[config.mk]
export PLATFORM = sky130hd
export DESIGN_NAME = fetch_stage
export DESIGN_NICKNAME = d
export VERILOG_FILES = /design/src/rtl/fetch_stage.sv
export SDC_FILE = /design/constraint.sdc
export NUM_CORES = 1
export LEC_CHECK = 0
export BUFFER_PORTS_ARGS = -buffer_cell sky130_fd_sc_hd__clkbuf_2
export CORE_ASPECT_RATIO = 1.75
export CORE_UTILIZATION = 46
export CTS_CLUSTER_SIZE = 28
export DETAILED_ROUTE_END_ITERATION = 8
export PLACE_DENSITY = 0.83
export SYNTH_ARGS = -nofsm -noshare
export SYNTH_HDL_FRONTEND = slang
export SYNTH_SLANG_ARGS = --single-unit
[constraint.sdc]
create_clock -name clk -period 1.9 [get_ports clk]
set_clock_uncertainty 0.05 [all_clocks]
set_input_delay 0.19 -clock clk [delete_from_list [all_inputs] [get_ports clk]]
set_output_delay 0.19 -clock clk [all_outputs]
set_load 0.02 [all_outputs]
[src/rtl/fetch_stage.sv]
// Instruction fetch stage: PC register, BOOT/RUN/HALTED sequencer and IF/ID pipeline register.
// Optional macro FETCH_MISALIGN_CHK_EN aligns redirect targets and raises a sticky misalign flag.
module fetch_stage #(
    parameter logic [31:0] RESET_PC  = 32'hBFC00000,
    parameter int          A_LENGTH  = 12,
    parameter logic [31:0] NOP_INSTR = 32'h00000013
) (
    input  logic                clk,
    input  logic                rst,
    input  logic                stall,
    input  logic                flush,
    input  logic                pc_src,
    input  logic [31:0]         pc_target,
    input  logic                halt,
    output logic [A_LENGTH-1:0] imem_addr,
    input  logic [31:0]         imem_rd,
    output logic [31:0]         instr_d,
    output logic [31:0]         pc_d,
    output logic [31:0]         pc_plus4_d,
    output logic                valid_d,
    output logic                misalign,
    output logic [1:0]          dbg_state
);

    typedef enum logic [1:0] {
        BOOT   = 2'd0,
        RUN    = 2'd1,
        HALTED = 2'd2
    } state_t;

    state_t      r_state;
    logic [31:0] r_pc_f;
    logic [31:0] r_instr_d;
    logic [31:0] r_pc_d;
    logic [31:0] r_pc_plus4_d;
    logic        r_valid_d;
    logic [31:0] w_pc_plus4;
    logic [31:0] w_target;

    assign w_pc_plus4 = r_pc_f + 32'd4;

`ifdef FETCH_MISALIGN_CHK_EN
    logic r_misalign;
    logic w_target_misaligned;
    assign w_target_misaligned = (pc_target[1:0] != 2'b00);
    assign w_target            = {pc_target[31:2], 2'b00};
    assign misalign            = r_misalign;

    always_ff @(posedge clk) begin
        if (rst) begin
            r_misalign <= 1'b0;
        end else if (r_state == RUN && pc_src && w_target_misaligned) begin
            r_misalign <= 1'b1;
        end
    end
`else
    assign w_target = pc_target;
    assign misalign = 1'b0;
`endif

    always_ff @(posedge clk) begin
        if (rst) begin
            r_state      <= BOOT;
            r_pc_f       <= RESET_PC;
            r_instr_d    <= NOP_INSTR;
            r_pc_d       <= RESET_PC;
            r_pc_plus4_d <= RESET_PC + 32'd4;
            r_valid_d    <= 1'b0;
        end else begin
            case (r_state)
                BOOT: begin
                    r_state   <= RUN;
                    r_instr_d <= NOP_INSTR;
                    r_valid_d <= 1'b0;
                end
                RUN: begin
                    if (halt) begin
                        r_state <= HALTED;
                    end
                    // A redirect wins over stall so it is never dropped.
                    if (pc_src) begin
                        r_pc_f <= w_target;
                    end else if (!stall) begin
                        r_pc_f <= w_pc_plus4;
                    end
                    if (flush) begin
                        r_instr_d    <= NOP_INSTR;
                        r_valid_d    <= 1'b0;
                        r_pc_d       <= r_pc_f;
                        r_pc_plus4_d <= w_pc_plus4;
                    end else if (!stall) begin
                        r_instr_d    <= imem_rd;
                        r_valid_d    <= 1'b1;
                        r_pc_d       <= r_pc_f;
                        r_pc_plus4_d <= w_pc_plus4;
                    end
                end
                HALTED: begin
                    r_instr_d <= NOP_INSTR;
                    r_valid_d <= 1'b0;
                end
                default: begin
                    r_state <= BOOT;
                end
            endcase
        end
    end

    assign imem_addr  = r_pc_f[A_LENGTH-1:0];
    assign instr_d    = r_instr_d;
    assign pc_d       = r_pc_d;
    assign pc_plus4_d = r_pc_plus4_d;
    assign valid_d    = r_valid_d;
    assign dbg_state  = r_state;

endmodule

==> results.yml <==
floorplan:
  die_x_um: 86.65
  placeableCoreArea_um2: 12140
  start_util_pct: 47.53
  die_area_um2: 13010
  ios: 182
  rows: 53
  die_h_um: 150.1
clock_tree:
  numCtsBuffers: 17
  cts_root_buf: "clkbuf_16"
  clk_latency_ns: 0.42
  cts_max_level: 4
  cts_tree: "yes"
  clock-sinks: 129
  max-clock-path-buffers: 2
  clk_pin_slew_ns: 0.06
logic_synthesis:
  ys_warn_count: 0
  synth_top_family_by_area: "simple AND/OR/NAND/NOR gates"
  yosys.area.top_type: "dfxtp_1"
  synth_async_sr_flop_share_pct: 0
  ys.flop_type: "dfxtp_1"
  synth_top_area_share_pct: 44.77
  synth-xor-area-share_pct: 3.189
  synthTopCellsByArea: "dfxtp_1 (45%), nand2_1 (6.4%), a21oi_1 (4.9%)"
  ys_seq_area_share_pct: 44.77
  yosys.area_share.simple_pct: 22.67
  syn-cell-area_um2: 5768
  synth_nets: 773
  syn_avg_cell_area_um2: 8.217
  syn_inst: 702
  yosys_register_bits: 129
  yosysUniqueCellTypes: 57
  synth.area.mux_share_pct: 0.7375
  synthAdderAreaFrac_pct: 0.2169
  synth_compound_area_share_pct: 21.32
  synth_edf_count: 0
routing:
  ant_nets: 0
  vias_per_cell: 5.655
  dr_wl_met2_mm: 9.542
  wl_per_cell_um: 16.60
  maxUsedRoutingLayer: "met4"
  wl_met1_mm: 6.410
  drtPass1Iterations: 5
  drtIter0Drc: 512
  dr_wl_met3_mm: 1.214
  drc_errors: 0
  wl_mm: 18.09
  dr_total_vias: 6164
setup_path:
  reg2regPathDepth: 6
  critPathKind: "flip-flop to flip-flop"
  end_kind: "flip-flop"
  path_max_fanout: 9
  r2r_start: "r_pc_f[17]"
  r2r-end: "r_pc_f[24]"
  cp-start-kind: "flip-flop"
  rrSetupSlack_ns: 0.07
  cp_data_arrival_time_ns: 2.10
  cp.required_ns: 2.16
pwr:
  p_leak_nw: 3.340
  combPwrFrac_pct: 15.1
  switching_power_mw: 2.035
  total_power_mw: 7.135
  power.share.sequential_pct: 40.8
  clockPowerShare_pct: 44.1
  internal-power_mw: 5.100
  peakVddDrop_mv: 0.7267
  switching_share_pct: 28.52
  powerDensity_nw_per_um2: 895.2
sta:
  hold_viol: 0
  period_minus_slack_ns: 1.834
  rsz0062_at_grt: "true"
  setup_violations: 0
  finalMaxSlewViolations: 0
  max_slew_margin_pct: 60.55
  clock.fmax_ghz: 0.5453
  fin_ws_ns: 0.06619
  tightest_slew_ns: 0.5895
  finalCritPeriodShare_pct: 96.52
grt:
  grt_pass1_vias: 5806
  grt_overflow: 0
  grt_pass1_wl_mm: 28.02
  grt_max_degree: 65
  antenna_found_initial: 0
  grt_usage_pct: 27.93
placed_design:
  place_worst_setup_slack_ns: -0.009345
  hpwl_mm: 12.08
  place.gp.congestion: 0.8513
  port-buffer-count: 180
finish:
  final_nets: 984
  layout_commonest_cell: "clkbuf_2"
  fin_util_pct: 65.68
  n_antenna_cell: 0
  layout-drive-gt1-share_pct: 30.70
  final_cell_mix: "clkbuf_2 (179), dfxtp_1 (127), nand2_1 (97)"
  syn_to_final_growth_pct: 38.18
hold_path:
  hold_depth: 3
  hold_path.class: "primary input to flip-flop"
  min_to: "r_pc_f[0]"
  worstHoldStart: "pc_target[0]"
flow_run:
  maxCapViolCount: 0
outcome:
  status: "finished clean"
==> worst max-delay path by stage <==
stage | endpoint | startpoint | slack [ns]
finish | r_pc_f[24] | r_pc_f[17] | 0.07
global route | r_pc_f[20] | r_pc_f[17] | -0.01
CTS | instr_d[29] | dbg_state[0] | 0.03
detailed placement | pc_plus4_d[26] | r_pc_f[10] | -0.009
global placement | r_pc_f[18] | r_pc_f[11] | 0.10
floorplan | r_pc_f[24] | r_pc_f[2] | 0.05
==> final cells by class <==
class,instances,area (µm²)
flip-flops and latches,129,2585
repair buffers,269,1733
well taps,165,206.4
clock inverters,13,128.9
clock buffers,18,439.2
inverters,6,22.52
fillers,941,4165
multi-input cells,490,2855
==> critical path: stages (launching register included) <==
cell	delay (ns)
dfxtp_1	0.44
and4_1	0.26
and4_1	0.25
buf_12	0.15
nand2_4	0.06
o32a_1	0.34
a21o_1	0.19
==> what timing repair did <==
action / 4_1_cts / 5_1_grt
setup buffers: 0 / 2
gates resized for setup: 1 / 12
endpoints found under the hold margin: 41 / 1
endpoints found under the setup margin: 1 / 39
gates cloned: 0 / 0
pin swaps: 0 / 3
hold buffers: 37 / 1
==> cells by family after synthesis <==
family	after synthesis
buffers and inverters	83
other	1
and+or+nand+nor	271
adders and majority gates	1
xor gates and xnor gates	21
muxes	4
AOI/OAI and AO/OA	192
DFF	129
==> per-stage QoR <==
stage | cells | cell area (µm²) | setup TNS (ns) | hold WS (ns)
2_1_floorplan | 702 | 5768 | 0 | 0.2438
3_3_place_gp | 1019 | 6957 | 0 | 0.3498
3_5_place_dp | 1019 | 6957 | -0.009345 | 0.3505
4_1_cts | 1087 | 7896 | 0 | 0.006566
5_1_grt | 1090 | 7970 | -0.01748 | 0.002647
6_report | 1090 | 7970 | 0 | 0.005818
==> routing by layer <==
metal | up-vias | GRT usage [%]
li1 | 2922 | -
met1 | 2841 | 29.22
met2 | 319 | 49.64
met3 | 82 | 6.579
met4 | 0 | 17.33
met5 | - | 0
==> sequential cells by signal, summed over array words and instances (netlist names) <==
| name | count |
|---|---|
| dbg_state | 2 |
| instr_d | 32 |
| pc_d | 32 |
| pc_plus4_d | 30 |
| r_pc_f | 32 |
| valid_d | 1 |
==> synth_stat cells (4+ instances only) <==
cell type and count:
and3_1 11, buf_1 5, nand4_1 12, xnor2_1 11, dfxtp_1 129, a21oi_1 57, inv_1 6, nor2_1 66
o31ai_1 6, or3_1 5, and4_1 8, and2_1 6, a22oi_1 33, buf_2 9, nand2_1 98, o21ai_0 34
a32o_1 5, buf_4 18, nand3_1 27, clkbuf_1 43, o41ai_1 4, xor2_1 10, a211oi_1 20, a31oi_1 9
o21ai_1 4, nor4b_1 5, nor3_1 17
==> power groups by stage <==
stage	registers (mW)	logic, mW	clock network (mW)
finish	2.91	1.07	3.15
global route	2.93	1.17	3.27
CTS	2.91	1.06	3.16
detailed placement	2.97	0.986	0
global placement	2.97	0.979	0
floorplan	3.07	0.495	0
Power figures use the tool's default switching activity.
